<file path="config.mk">
export PLATFORM = sky130hd
export DESIGN_NAME = pipeline_stage_reg
export DESIGN_NICKNAME = d
export VERILOG_FILES = /design/src/rtl/pipe_pkg.sv /design/src/rtl/sat_counter.sv /design/src/rtl/pipeline_stage_reg.sv
export SDC_FILE = /design/constraint.sdc
export NUM_CORES = 1
export LEC_CHECK = 0
export ABC_CLOCK_PERIOD_IN_PS = 3500
export BUFFER_PORTS_ARGS = -buffer_cell sky130_fd_sc_hd__buf_4
export CORE_MARGIN = 10
export CORE_UTILIZATION = 35
export CTS_BUF_LIST = sky130_fd_sc_hd__clkbuf_8
export DETAILED_ROUTE_END_ITERATION = 16
export GPL_ROUTABILITY_DRIVEN = 0
export PLACE_DENSITY = 0.59
export SETUP_SLACK_MARGIN = 0.1
export SLEW_MARGIN = 30
export SYNTH_ARGS = -nofsm -noshare
export SYNTH_HDL_FRONTEND = slang
export SYNTH_HIERARCHICAL = 1
export SYNTH_SLANG_ARGS = --single-unit
</file>
<file path="constraint.sdc">
create_clock -name clk -period 3.5 [get_ports clk]
set_input_delay 0.7 -clock clk [delete_from_list [all_inputs] [get_ports clk]]
set_output_delay 0.7 -clock clk [all_outputs]
set_load 0.05 [all_outputs]
</file>
<file path="src/rtl/pipe_pkg.sv">
// Shared pipeline types: control bundle layout, bubble value,
// occupancy state encoding and a state-to-count helper.
package pipe_pkg;

    localparam int CTRL_W = 8;

    typedef struct packed {
        logic       wbs;
        logic       wme;
        logic       mm;
        logic [1:0] aluop;
        logic       wm;
        logic       am;
        logic       ni;
    } ctrl_t;

    localparam ctrl_t CTRL_NOP = '0;

    typedef enum logic [1:0] {
        EMPTY = 2'd0,
        ONE   = 2'd1,
        FULL  = 2'd2
    } state_e;

    function automatic logic [1:0] occ_of(input state_e s);
        logic [1:0] n;
        n = 2'd0;
        unique case (s)
            EMPTY:   n = 2'd0;
            ONE:     n = 2'd1;
            FULL:    n = 2'd2;
            default: n = 2'd0;
        endcase
        return n;
    endfunction

endpackage

</file>
<file path="src/rtl/sat_counter.sv">
// Saturating up-counter with enable; async active-low reset.
// Ports: clk, rst_n, en_i (count this cycle), cnt_o (value).
module sat_counter #(
    parameter int W = 16
) (
    input  logic         clk,
    input  logic         rst_n,
    input  logic         en_i,
    output logic [W-1:0] cnt_o
);

    logic [W-1:0] cnt_q;
    logic [W-1:0] cnt_d;

    always_comb begin
        cnt_d = cnt_q;
        if (en_i && (cnt_q != {W{1'b1}})) begin
            cnt_d = cnt_q + W'(1);
        end
    end

    always_ff @(posedge clk or negedge rst_n) begin
        if (!rst_n) begin
            cnt_q <= '0;
        end else begin
            cnt_q <= cnt_d;
        end
    end

    assign cnt_o = cnt_q;

endmodule

</file>
<file path="src/rtl/pipeline_stage_reg.sv">
// Two-entry (main + skid) pipeline register with valid/ready
// handshake, synchronous flush and optional perf counters.
// Ports: clk, rst_n (async, active-low), flush;
//   upstream in_valid/in_ready/in_ctrl/in_data;
//   downstream out_valid/out_ready/out_ctrl/out_data;
//   occupancy (0..2); stall_cnt, flush_cnt.
// Macro PIPELINE_STAGE_PERF_EN builds the two counters;
// without it the counter outputs are tied to zero.
module pipeline_stage_reg
    import pipe_pkg::*;
#(
    parameter int                 CTRL_W   = 8,
    parameter int                 DATA_W   = 32,
    parameter logic [CTRL_W-1:0]  NOP_CTRL = {CTRL_W{1'b0}}
) (
    input  logic              clk,
    input  logic              rst_n,
    input  logic              flush,
    input  logic              in_valid,
    output logic              in_ready,
    input  logic [CTRL_W-1:0] in_ctrl,
    input  logic [DATA_W-1:0] in_data,
    output logic              out_valid,
    input  logic              out_ready,
    output logic [CTRL_W-1:0] out_ctrl,
    output logic [DATA_W-1:0] out_data,
    output logic [1:0]        occupancy,
    output logic [15:0]       stall_cnt,
    output logic [15:0]       flush_cnt
);

    state_e            state_q;
    state_e            state_d;
    logic              rdy_q;
    logic              rdy_d;
    logic              vld_q;
    logic              vld_d;
    logic [CTRL_W-1:0] main_ctrl_q;
    logic [CTRL_W-1:0] main_ctrl_d;
    logic [DATA_W-1:0] main_data_q;
    logic [DATA_W-1:0] main_data_d;
    logic [CTRL_W-1:0] skid_ctrl_q;
    logic [CTRL_W-1:0] skid_ctrl_d;
    logic [DATA_W-1:0] skid_data_q;
    logic [DATA_W-1:0] skid_data_d;

    logic accept;
    logic retire;

    assign accept = in_valid && rdy_q;
    assign retire = vld_q && out_ready;

    always_comb begin
        state_d     = state_q;
        main_ctrl_d = main_ctrl_q;
        main_data_d = main_data_q;
        skid_ctrl_d = skid_ctrl_q;
        skid_data_d = skid_data_q;
        if (flush) begin
            state_d     = EMPTY;
            main_ctrl_d = NOP_CTRL;
            main_data_d = '0;
            skid_ctrl_d = NOP_CTRL;
            skid_data_d = '0;
        end else begin
            unique case (state_q)
                EMPTY: begin
                    if (accept) begin
                        main_ctrl_d = in_ctrl;
                        main_data_d = in_data;
                        state_d     = ONE;
                    end
                end
                ONE: begin
                    unique case (1'b1)
                        accept && !retire: begin
                            skid_ctrl_d = in_ctrl;
                            skid_data_d = in_data;
                            state_d     = FULL;
                        end
                        !accept && retire: begin
                            main_ctrl_d = NOP_CTRL;
                            main_data_d = '0;
                            state_d     = EMPTY;
                        end
                        accept && retire: begin
                            main_ctrl_d = in_ctrl;
                            main_data_d = in_data;
                        end
                        default: ;
                    endcase
                end
                FULL: begin
                    // in_ready is low here, so only a retire can occur
                    if (retire) begin
                        main_ctrl_d = skid_ctrl_q;
                        main_data_d = skid_data_q;
                        skid_ctrl_d = NOP_CTRL;
                        skid_data_d = '0;
                        state_d     = ONE;
                    end
                end
                default: begin
                    state_d     = EMPTY;
                    main_ctrl_d = NOP_CTRL;
                    main_data_d = '0;
                    skid_ctrl_d = NOP_CTRL;
                    skid_data_d = '0;
                end
            endcase
        end
        vld_d = (state_d != EMPTY);
        rdy_d = (state_d != FULL);
    end

    always_ff @(posedge clk or negedge rst_n) begin
        if (!rst_n) begin
            state_q     <= EMPTY;
            rdy_q       <= 1'b0;
            vld_q       <= 1'b0;
            main_ctrl_q <= NOP_CTRL;
            main_data_q <= '0;
            skid_ctrl_q <= NOP_CTRL;
            skid_data_q <= '0;
        end else begin
            state_q     <= state_d;
            rdy_q       <= rdy_d;
            vld_q       <= vld_d;
            main_ctrl_q <= main_ctrl_d;
            main_data_q <= main_data_d;
            skid_ctrl_q <= skid_ctrl_d;
            skid_data_q <= skid_data_d;
        end
    end

    assign in_ready  = rdy_q;
    assign out_valid = vld_q;
    assign out_ctrl  = main_ctrl_q;
    assign out_data  = main_data_q;
    assign occupancy = occ_of(state_q);

`ifdef PIPELINE_STAGE_PERF_EN
    logic stall_en;
    logic flush_en;

    assign stall_en = vld_q && !out_ready;
    assign flush_en = flush && (state_q != EMPTY);

    sat_counter #(
        .W (16)
    ) u_stall_cnt (
        .clk   (clk),
        .rst_n (rst_n),
        .en_i  (stall_en),
        .cnt_o (stall_cnt)
    );

    sat_counter #(
        .W (16)
    ) u_flush_cnt (
        .clk   (clk),
        .rst_n (rst_n),
        .en_i  (flush_en),
        .cnt_o (flush_cnt)
    );
`else
    assign stall_cnt = '0;
    assign flush_cnt = '0;
`endif

endmodule

</file>
== Yosys cells after proc, flatten, opt, wreduce, memory -nomap -nowiden ==
Index checks and enable logic that the tools add are counted.

* Register bits: 84
* Input port bits: 45
* Output and inout port bits: 76
* Word-level logic and storage cells: 50

* Equality and inequality tests: 8
* Mux-type cells: 24
* Reduce and logical (&&, ||, !) cells: 11

{| class="wikitable"
|+ Operators with widths
! cell !! count
|-
| $mux W32 || 6
|-
| $pmux W32 S3 || 2
|-
| $pmux W32 S2 || 1
|-
| $mux W8 || 6
|-
| $pmux W8 S3 || 2
|-
| $pmux W8 S2 || 1
|-
| $ne A3 B3 Y1 const B || 3
|-
| $pmux W2 S2 || 2
|-
| $mux W2 || 3
|-
| $pmux W2 S3 || 1
|-
| $reduce_and A3 Y1 || 2
|-
| $logic_and A1 B1 Y1 || 5
|-
| $ne A2 B2 Y1 const B || 2
|-
| $ne A4 B4 Y1 const B || 1
|-
| $eq A2 B1 Y1 const B || 1
|-
| $eq A2 B2 Y1 const B || 1
|-
| $logic_not A1 Y1 || 2
|-
| $logic_not A2 Y1 || 1
|-
| $reduce_bool A2 Y1 || 1
|}

== Logic depth before layout (Yosys ltp) ==
Gate-level depths: netlist (run 1).

* Depth after elaboration: 7
* Mapped depth: 7
* Gate-level depth less buffers: 5

== Worst setup path before layout (run 1) ==
Ideal clock, no wire load.

* Path kind: register to register
* Start: register vld_q (netlist: out_valid)
* End: register skid_ctrl_q[0]
* Library setup time: 124 ps
* Arrival: 1472 ps
* Data required time: 3376 ps
* Slack: 1904 ps
* Stages on the path, launching flop included: 6
* Path buffers: 1
* Period minus slack after synthesis: 1596 ps
* Cell sequence: dfrtp_1 -> nand2_2 -> a31oi_2 -> o21bai_4 -> buf_6 -> mux2i_1

* Longest elaborated chain between the ends: 5

{| class="wikitable"
|+ Ends and longest elaborated chain
! what !! RTL line !! text
|-
| start, declared || pipeline_stage_reg.sv:36 || <nowiki>logic vld_q;</nowiki>
|-
| start signal, assigned || pipeline_stage_reg.sv:128 || <nowiki>vld_q <= vld_d;</nowiki>
|-
| $logic_and A1 B1 Y1 (*) || pipeline_stage_reg.sv:51 || <nowiki>assign retire = vld_q && out_ready;</nowiki>
|-
| $logic_not A1 Y1 || pipeline_stage_reg.sv:76 || <nowiki>accept && !retire: begin</nowiki>
|-
| $logic_and A1 B1 Y1 || pipeline_stage_reg.sv:76 ||
|-
| $ne A3 B3 Y1 (no line) || n/a ||
|-
| $reduce_and A3 Y1 (no line) (*) || n/a ||
|-
| end signal, assigned || pipeline_stage_reg.sv:131 || <nowiki>skid_ctrl_q <= skid_ctrl_d;</nowiki>
|-
| end, declared || pipeline_stage_reg.sv:42 || <nowiki>logic [CTRL_W-1:0] skid_ctrl_q;</nowiki>
|}

Every way passes the cells marked *; elsewhere a longest branch is shown, timed or not.
A chain may end at the register's enable or synchronous reset.

== Final worst setup path (run 1) ==
* Start: register state_q[0]
* End: output port occupancy[0]

* Longest elaborated chain between the ends: 2

{| class="wikitable"
|+ Ends and longest elaborated chain
! what !! RTL line !! text
|-
| start, declared || pipeline_stage_reg.sv:32 || <nowiki>state_e state_q;</nowiki>
|-
| start signal, assigned || pipeline_stage_reg.sv:126 || <nowiki>state_q <= state_d;</nowiki>
|-
| $eq A2 B2 Y1 / $eq A2 B1 Y1 (equally long branches) || pipe_pkg.sv:28 || <nowiki>unique case (s)</nowiki>
|-
| $pmux W2 S2 (*) || pipe_pkg.sv:28 ||
|-
| end, declared || pipeline_stage_reg.sv:27 || <nowiki>output logic [1:0] occupancy,</nowiki>
|}

Marked as above.

==> results of run 1 <==
## stage by stage
| step | total power [W] | instances | utilization | instance area, um^2 | worst slack, ns |
|---|---|---|---|---|---|
| 6_report | 0.002688 | 664 | 0.4299 | 5469 | 1.156 |
| 5_1_grt | 0.002824 | 664 | 0.4299 | 5469 | 1.057 |
| 4_1_cts | 0.002720 | 664 | 0.4299 | 5469 | 1.130 |
| 3_5_place_dp | 0.001972 | 650 | 0.4135 | 5260 | 1.299 |
| 3_3_place_gp | 0.001940 | 647 | 0.4067 | 5174 | 1.078 |
| 2_1_floorplan | 0.001750 | 445 | - | 4716 | 1.904 |
## cell families after synthesis
family	count (synthesis)	share of synthesized area
buffers and inverters	104	0.1352
AO/OA/AOI/OAI	92	0.1776
flip-flops	84	0.4570
multiplexers	80	0.1741
AND/OR/NAND/NOR	52	0.05332
XOR/XNOR	1	0.001905
other	1	0.0008153
## routing by layer
layer / routed length (um) / global-route usage / vias to the layer above
met5: 0 / 0 / -
met4: 212 / 0.05441 / 0
met3: 612 / 0.03672 / 14
met2: 5750 / 0.2167 / 77
met1: 5332 / 0.1673 / 1607
li1: - / - / 1534
## worst register-to-register path, cell delays in order (launching register included)
cell and delay (ns):
dfrtp_2 0.75, nor2b_4 0.31, and2b_2 0.74, nand2_1 0.16, mux2i_1 0.18
## power by group
group / switching [W] / internal, W
sequential: 0.0000781 / 0.00105
clock: 0.000343 / 0.000401
combinational: 0.000539 / 0.000273
## synthesized netlist by cell type (all sizes together)
library cell  instances
dfrtp                84
conb                  1
a221o                 1
a21oi                 4
o21ai                 1
a31oi                 1
o2bb2ai              40
nor2                  4
o22a                  1
mux2i                80
xor2                  1
nor2b                 1
buf                  58
nand4b                1
o21bai                2
a22o                 40
a21boi                1
nand3                 1
clkbuf                4
nand2                43
and2b                 1
o21a                  1
inv                  42
nand2b                1
## worst max-delay path by stage
| stage | from | endpoint | slack [ns] | cells after the start |
|---|---|---|---|---|
| 6_report | state_q[0]$_DFF_PN0_ | occupancy[0] | 1.16 | 2 |
| 5_1_grt | state_q[0]$_DFF_PN0_ | occupancy[0] | 1.06 | 2 |
| 4_1_cts | state_q[0]$_DFF_PN0_ | occupancy[1] | 1.13 | 3 |
| 3_5_place_dp | state_q[0]$_DFF_PN0_ | skid_ctrl_q[5]$_DFFE_PN0P_ | 1.30 | 4 |
| 3_3_place_gp | out_ready | out_data[22]$_DFFE_PN0P_ | 1.08 | 5 |
| 2_1_floorplan | out_valid$_DFF_PN0_ | skid_ctrl_q[0]$_DFFE_PN0P_ | 1.90 | 5 |
## flip-flops by register name, summed over array words and instances, names as in the netlist
register and flops:
in_ready 1, out_ctrl 8, out_data 32, out_valid 1
skid_ctrl_q 8, skid_data_q 32, state_q 2
## cell type report
type                            count  area share
Sequential cell                    84      0.3848
Tap cell                          172     0.03935
Clock buffer                       13     0.03272
Timing Repair Buffer               95      0.1421
Multi-Input combinational cell    257      0.3667
Inverter                           42     0.02883
Clock inverter                      1    0.005491
==> metrics.md, run 1 <==
| Metric | Value |
|---|---|
| Arr. time, crit path | `1.64 ns` |
| FF-to-FF path depth | `4` |
| Clk slew on worst S/H paths | `0.08 ns` |
| Num CTS Buffers | `9` |
| Post-DP HPWL | `8.100 mm` |
| RSZ-0062 raised after global routing | `false` |
| Ports | `121` |
| Worst r2r src | `state_q[0]$_DFF_PN0_` |
| HP Class | `primary input to asynchronous set/reset pin` |
| Synth top area share | `0.4570` |
| Most common cell after layout, fill and taps aside | `buf_4` |
| Iteration-0 DRC Markers | `206` |
| R2R Setup Slk | `1.28 ns` |
| Layout cells sized above 1 | `0.2520` |
| Final period util | `0.6699` |
| Initial antenna violation count | `0` |
| Post-CTS setup buffers | `0` |
| Vias in the first global route | `3535` |
| Routed Wire Length | `11.91 mm` |
| Die height | `134.6 um` |
| Nets | `534` |
| I/O Buffers | `88` |
| GR Overflow Total | `0` |
| Drc violations | `0` |
| Area leader, netlist | `dfrtp_1` |
| CTS resizes | `0` |
| Bufs on Longest Clock Path | `2` |
| Storage cell area | `2105 um^2` |
| Post-synth cell types | `33` |
| First-pass GRT wire length | `19.53 mm` |
| Core area | `between 10000 and 15000 um^2` |
| Worst EP required | `roughly 2.8 ns` |
| CP Max Fanout | `28` |
| Pwr dens | `491.5 nW/um^2` |
| Synthesis warning total | `6` |
| Flops & latches, synth | `84` |
| Slowest stage cell on the critical path | `dfrtp_2` |
| Type of the worst setup path | `flip-flop to output pin` |
| CTS Sinks | `84` |
| Fillers | `1263` |
| RR Endpoint | `skid_ctrl_q[5]$_DFFE_PN0P_` |
| Gr usage total | `0.1349` |
| CP peak stage delay | `approximately 0.75 ns` |
| Most frequent cells in the layout | `91 x buf_4, 82 x dfrtp_1, 80 x mux2i_1, 42 x nand2_1` |
| Critical Path Start Type | `flip-flop` |
| Endpoints failing setup | `0` |
| Worst hold margin | `0.4015 ns` |
| Largest net degree at the start of global routing | `between 80 and 90` |
| Rows | `around 40` |
| CP Cell Sequence | `nor2b_4 -> buf_4` |
| Cell Area, Synth | `4599 um^2` |
| Maximum VDD drop | `161.6 uV` |
| DR vias | `3232` |
| Initial DRT Pass Iterations | `4` |
| Worst-Margin Slew | `0.8749 ns` |
| Register area share after synthesis | `0.4570` |
| Minimum clock period | `roughly 2.3 ns` |
| Wirelength per Cell | `roughly 18 um` |
| Final Max Tran Viols | `0` |
| Area of the multi-input gates | `approximately 2000 um^2` |
| Vias per cell | `4.867` |
| Clock H-tree levels | `3` |
| Max Clk Rate | `0.4265 GHz` |
| Die W | `about 130 um` |
| Delay-heaviest family, CP | `flip-flops` |
| Fin. Hold Viols | `0` |
| Synth Area per Inst | `11.11 um^2` |
| Routed Antenna Nets | `0` |
| CTS tree | `yes` |
| Setup TNS | `0 ns` |
| Mapped Cells | `414` |
| Die Area | `18130 um^2` |
| Status | `completed` |
| Root buf cell | `clkbuf_8` |
| # diodes | `0` |
| Worst path bufs/invs | `1` |
| Layout Skew | `0.007926 ns` |
| Initial cell density of the core | `0.3615` |
| Area grow syn2layout | `18.91%` |
| Ranking of synthesized cells by area | `dfrtp_1 46%, mux2i_1 17%, a22o_1 7.6%` |
| P_leak | `approximately 2.6 nW` |
| CTS Hold Buffers Added | `0` |
| Relative slew margins | `0.4167` |
| Clk_lat worst skew | `0.36 ns` |
| Crit. End Element | `output pin` |
| Max Cap Viol | `0` |
(Power assumes the default switching activity.)
==> run 2, diff against run 1 <==
--- a/config.mk
+++ b/config.mk
@@ -5,7 +5,7 @@
 export SDC_FILE = /design/constraint.sdc
 export NUM_CORES = 1
 export LEC_CHECK = 0
-export ABC_CLOCK_PERIOD_IN_PS = 3500
+export ABC_CLOCK_PERIOD_IN_PS = 2300
 export BUFFER_PORTS_ARGS = -buffer_cell sky130_fd_sc_hd__buf_4
 export CORE_MARGIN = 10
 export CORE_UTILIZATION = 35
==> constraint.sdc (replaced) <==
create_clock -name clk -period 2.3 [get_ports clk]
set_input_delay 0.46 -clock clk [delete_from_list [all_inputs] [get_ports clk]]
set_output_delay 0.46 -clock clk [all_outputs]
set_load 0.05 [all_outputs]
==> metrics.md, run 2 (same netlist as run 1, synthesis figures left out) <==
| Metric | Value |
|---|---|
| DR vias | `3243 (+0.34%)` |
| Arr. time, crit path | `1.39 ns (-0.25 ns)` |
| Bufs on Longest Clock Path | `2 (unchanged)` |
| Hold-critical path depth | `2` |
| Nets | `544 (+1.9%)` |
| Most common cell after layout, fill and taps aside | `buf_4` |
| Status | `completed` |
| Iteration-0 DRC Markers | `145 (-30%)` |
| Final Max Tran Viols | `0 (unchanged)` |
| RR Endpoint | `out_data[28]$_DFFE_PN0P_` |
| Pwr dens | `743.8 nW/um^2 (+51%)` |
| Type of the worst setup path | `flip-flop to output pin` |
| Drc violations | `0 (unchanged)` |
| Ports | `121 (unchanged)` |
| Gr usage total | `0.1289 (-0.006013)` |
| Vias in the first global route | `3571 (+1.0%)` |
| Maximum VDD drop | `241.2 uV (+49%)` |
| Worst r2r src | `state_q[0]$_DFF_PN0_` |
| Pre-CTS setup slack | `0.5343 ns (-0.7651 ns)` |
| Worst hold start | `flush` |
| Rows | `41 (unchanged)` |
| First-pass GRT wire length | `18.91 mm (-3.2%)` |
| Root buf cell | `clkbuf_8` |
| Crit. End Element | `output pin` |
| Max Cap Viol | `0 (unchanged)` |
| Endpoints failing setup | `0 (unchanged)` |
| Worst EP required | `1.84 ns (-0.96 ns)` |
| Worst Hold End | `state_q[0]$_DFF_PN0_` |
| Minimum clock period | `1.846 ns` |
| Placed cells | `659 (+1.4%)` |
| Most frequent cells in the layout | `101 x buf_4, 82 x dfrtp_1, 80 x mux2i_1, 42 x nand2_1` |
| Setup TNS | `0 ns (unchanged)` |
| Vias per cell | `4.797 (-1.4%)` |
| # diodes | `0 (unchanged)` |
| Slack of the critical path | `0.4544 ns (-0.7011 ns)` |
| Fillers | `1268 (+0.40%)` |
| Initial DRT Pass Iterations | `4 (unchanged)` |
| Initial antenna violation count | `0 (unchanged)` |
| Placed cell area | `5301 um^2 (+0.78%)` |
| Clk slew on worst S/H paths | `0.09 ns (about the same)` |
| Largest net degree at the start of global routing | `42 (-51%)` |
| I/O Buffers | `88 (unchanged)` |
| Post-CTS setup buffers | `0 (unchanged)` |
| Core area | `12720 um^2 (unchanged)` |
| Clock H-tree levels | `3 (unchanged)` |
| Fin. Hold Viols | `0 (unchanged)` |
| Layout cells sized above 1 | `0.2679 (+0.01582)` |
| P_leak | `2.619 nW (+1.8%)` |
| Post-Layout Inst Area | `5533 um^2 (+1.2%)` |
| Post-DP HPWL | `8.446 mm (+4.3%)` |
| FF-to-FF path depth | `6 (+2)` |
| Worst hold margin | `0.3315 ns (-0.07005 ns)` |
| Critical Path Start Type | `flip-flop` |
| Num CTS Buffers | `9 (unchanged)` |
| Initial cell density of the core | `0.3615 (unchanged)` |
| CTS tree | `yes` |
| R2R Setup Slk | `0.53 ns (-0.75 ns)` |
| Area grow syn2layout | `20.29%` |
| Routed Wire Length | `11.43 mm (-4.0%)` |
| Non-Filler Instances | `676 (+1.8%)` |
| Final period util | `0.8024` |
| Layout Skew | `0.006643 ns (-0.001282 ns)` |
| CP Max Fanout | `15 (-46%)` |
| HP Class | `primary input to flip-flop` |
| Routed Antenna Nets | `0 (unchanged)` |
| Die Area | `18130 um^2 (unchanged)` |
| Max Clk Rate | `0.5418 GHz` |
| Clk_lat worst skew | `0.35 ns (about the same)` |
| CTS Sinks | `84 (unchanged)` |
| Die height | `134.6 um (unchanged)` |
| Wirelength per Cell | `16.91 um (-5.7%)` |
| GR Overflow Total | `0 (unchanged)` |
| Die W | `134.6 um (unchanged)` |
| RSZ-0062 raised after global routing | `false` |
-- run 2: per-layer routing --
metal | up-vias | global-route usage | routed length (um)
met5 | - | 0 | 0
met4 | 0 | 0.04776 | 173
met3 | 11 | 0.04117 | 709
met2 | 71 | 0.2097 | 5560
met1 | 1602 | 0.1556 | 4986
li1 | 1559 | - | -
-- run 2: where the power goes --
group	leakage [nW]	switching, W	total (W)	internal [W]
sequential	1.14	0.0000943	0.00170	0.00160
clock	0.112	0.000545	0.00116	0.000620
combinational	1.37	0.000829	0.00125	0.000423
-- run 2: worst max path at each step --
stage | start | endpoint | slack (ns)
2_1_floorplan | out_valid$_DFF_PN0_ | skid_ctrl_q[0]$_DFFE_PN0P_ | 0.70
3_3_place_gp | state_q[0]$_DFF_PN0_ | out_data[28]$_DFFE_PN0P_ | 0.57
3_5_place_dp | out_ready | skid_data_q[6]$_DFFE_PN0P_ | 0.53
4_1_cts | state_q[0]$_DFF_PN0_ | occupancy[0] | 0.42
5_1_grt | state_q[0]$_DFF_PN0_ | skid_data_q[29]$_DFFE_PN0P_ | 0.36
6_report | state_q[0]$_DFF_PN0_ | occupancy[0] | 0.45
-- run 2: layout make-up --
cell class / instances / area, um^2 / area share
Clock buffer: 13 / 178.9 / 0.03234
Clock inverter: 3 / 42.54 / 0.007689
Inverter: 42 / 157.7 / 0.02849
Multi-Input combinational cell: 257 / 2006 / 0.3625
Sequential cell: 84 / 2105 / 0.3804
Tap cell: 172 / 215.2 / 0.03890
Timing Repair Buffer: 105 / 828.3 / 0.1497
-- run 2: per-stage QoR --
stage	total power [W]	util
3_3_place_gp	0.002977	0.4167
2_1_floorplan	0.002663	-
6_report	0.004116	0.4349
5_1_grt	0.004329	0.4349
3_5_place_dp	0.002996	0.4167
4_1_cts	0.004179	0.4349
-- run 2: timing repair --
action                                 in CTS  in global routing
gates resized for setup                     0                  0
endpoints found under the hold margin      21                  0
hold buffers                                1                  0
-- run 2: worst max-delay path, cell delays in order, from the launching register on --
cell	delay [ns]
dfrtp_2	0.54
nor2b_4	0.25
buf_4	0.23
==> run 3, diff against run 2 <==
--- a/config.mk
+++ b/config.mk
@@ -5,7 +5,7 @@
 export SDC_FILE = /design/constraint.sdc
 export NUM_CORES = 1
 export LEC_CHECK = 0
-export ABC_CLOCK_PERIOD_IN_PS = 2300
+export ABC_CLOCK_PERIOD_IN_PS = 1800
 export BUFFER_PORTS_ARGS = -buffer_cell sky130_fd_sc_hd__buf_4
 export CORE_MARGIN = 10
 export CORE_UTILIZATION = 35
==> constraint.sdc (replaced) <==
create_clock -name clk -period 1.8 [get_ports clk]
set_input_delay 0.36 -clock clk [delete_from_list [all_inputs] [get_ports clk]]
set_output_delay 0.36 -clock clk [all_outputs]
set_load 0.05 [all_outputs]
==> metrics.md, run 3 (same netlist as run 1, synthesis figures left out) <==
| Metric | Value |
|---|---|
| Die height | `134.6 um (unchanged)` |
| Num CTS Buffers | `9 (unchanged)` |
| CP Max Fanout | `5 (-10)` |
| Clock H-tree levels | `3 (unchanged)` |
| Worst Setup SP | `state_q[1]$_DFF_PN0_` |
| Worst EP required | `1.44 ns (-0.40 ns)` |
| Status | `completed` |
| Largest net degree at the start of global routing | `74 (+76%)` |
| Rows | `41 (unchanged)` |
| RSZ-0062 raised after global routing | `true` |
| Wirelength per Cell | `17.05 um (+0.82%)` |
| Pwr Total | `0.005419 W (+32%)` |
| DR vias | `3341 (+3.0%)` |
| Die Area | `18130 um^2 (unchanged)` |
| Worst hold margin | `0.2385 ns (-0.09300 ns)` |
| Initial antenna violation count | `0 (unchanged)` |
| Placed cells | `668 (+1.4%)` |
| Routed Wire Length | `11.69 mm (+2.3%)` |
| Max Cap Viol | `0 (unchanged)` |
| Non-Filler Instances | `686 (+1.5%)` |
| Layout Skew | `0.008601 ns (+0.001958 ns)` |
| Critical Path Start Type | `flip-flop` |
| Layout cells sized above 1 | `0.2821 (+0.01424)` |
| CTS tree | `yes` |
| Drc violations | `0 (unchanged)` |
| Root buf cell | `clkbuf_8` |
| RR Endpoint | `out_data[21]$_DFFE_PN0P_` |
| Maximum VDD drop | `418.1 uV (+73%)` |
| Post-DP HPWL | `8.268 mm (-2.1%)` |
| Vias per cell | `4.870 (+1.5%)` |
| Clk slew on worst S/H paths | `0.08 ns (about the same)` |
| Setup TNS | `0 ns (unchanged)` |
| Bufs on Longest Clock Path | `2 (unchanged)` |
| FF-to-FF path depth | `6 (unchanged)` |
| Most common cell after layout, fill and taps aside | `buf_4` |
| Clk_lat worst skew | `0.36 ns (about the same)` |
| GR Overflow Total | `0 (unchanged)` |
| HP Class | `primary input to flip-flop` |
| Routed Antenna Nets | `0 (unchanged)` |
| Minimum clock period | `1.623 ns` |
| Worst r2r src | `state_q[1]$_DFF_PN0_` |
| R2R Setup Slk | `0.18 ns (-0.35 ns)` |
| Gr usage total | `0.1297 (+0.0008364)` |
| Vias in the first global route | `3433 (-3.9%)` |
| Crit path capture | `occupancy[0]` |
| # diodes | `0 (unchanged)` |
| Slowest stage cell on the critical path | `dfrtp_2` |
| Slack of the critical path | `0.1770 ns (-0.2774 ns)` |
| Initial DRT Pass Iterations | `4 (unchanged)` |
| Iteration-0 DRC Markers | `186 (+28%)` |
| I/O Buffers | `88 (unchanged)` |
| CP Cell Sequence | `nor2b_4 -> buf_4 -> buf_8` |
| CP peak stage delay | `0.47 ns (-0.07 ns)` |
| Pwr dens | `954.8 nW/um^2 (+28%)` |
| Most frequent cells in the layout | `103 x buf_4, 82 x dfrtp_1, 80 x mux2i_1, 42 x nand2_1` |
| First-pass GRT wire length | `18.88 mm (-0.15%)` |
| Die W | `134.6 um (unchanged)` |
| Crit. End Element | `output pin` |
| Fin. Hold Viols | `0 (unchanged)` |
| Nets | `554 (+1.8%)` |
| CTS Sinks | `84 (unchanged)` |
| Endpoints failing setup | `0 (unchanged)` |
| Final Max Tran Viols | `0 (unchanged)` |
| Final period util | `0.9017` |
| Max Clk Rate | `0.6161 GHz` |
| Ports | `121 (unchanged)` |
| Initial cell density of the core | `0.3615 (unchanged)` |
| Core area | `12720 um^2 (unchanged)` |
| P_leak | `2.696 nW (+2.9%)` |
| Arr. time, crit path | `1.26 ns (-0.13 ns)` |
| Area grow syn2layout | `23.39%` |
| Type of the worst setup path | `flip-flop to output pin` |
| Pre-CTS setup slack | `-0.008921 ns (-0.5432 ns)` |
[run 3: changes by cell type in the layout (fill, tap and decap cells not counted), sizes merged]
cell,change
buf,+10
bufinv,+1
clkbuf,-1
clkinv,+1
clkinvlp,-1
[run 3: area by class of cell]
class	count	area [um^2]
clock buffers	12	165.2
multi-input cells	257	2006
clock inverters	4	70.07
repair buffers	115	957.2
inverters	42	157.7
flip-flops and latches	84	2105
well taps	172	215.2
fillers	1226	7047
[run 3: report_power, final]
group / leakage (nW) / internal, W / total (W) / switching, W
combinational: 1.43 / 0.000595 / 0.00170 / 0.00110
sequential: 1.14 / 0.00205 / 0.00215 / 0.000100
clock: 0.122 / 0.000891 / 0.00157 / 0.000678
[run 3: timing repair]
action                                 in CTS  in global routing
setup endpoints to repair                  40                 26
endpoints found under the hold margin      11                  0
resized for setup                           3                  4
pin swaps                                   1                  0
setup buffers                               1                  0
hold buffers                                1                  0
[run 3: worst min path at each step]
stage / start / endpoint / cells after the start
after global placement: rst_n / out_ctrl[6]$_DFFE_PN0P_ / 1
after detailed placement: rst_n / out_ctrl[6]$_DFFE_PN0P_ / 1
after CTS: flush / state_q[0]$_DFF_PN0_ / 2
after floorplan: rst_n / in_ready$_DFF_PN0_ / 0
final: flush / state_q[0]$_DFF_PN0_ / 2
after global routing: flush / state_q[0]$_DFF_PN0_ / 2
[run 3: per-stage QoR]
step	utilization	cell area (um^2)
after CTS	0.4449	5660
after detailed placement	0.4242	5396
after floorplan	-	4716
after global routing	0.4461	5675
after global placement	0.4218	5366
final	0.4461	5675
[run 3: critical path, delay by kind of cell (launching register included)]
family                 cells  cell delay, ns
and+or+nand+nor            1            0.14
DFF                        1            0.47
buffers and inverters      2            0.29
[run 3: layer usage]
metal | share of wire | track usage | vias up
met5 | 0 | 0 | -
met4 | 0.011 | 0.03628 | 0
met3 | 0.065 | 0.04711 | 12
met2 | 0.49 | 0.2126 | 98
met1 | 0.43 | 0.1561 | 1652
li1 | - | - | 1579
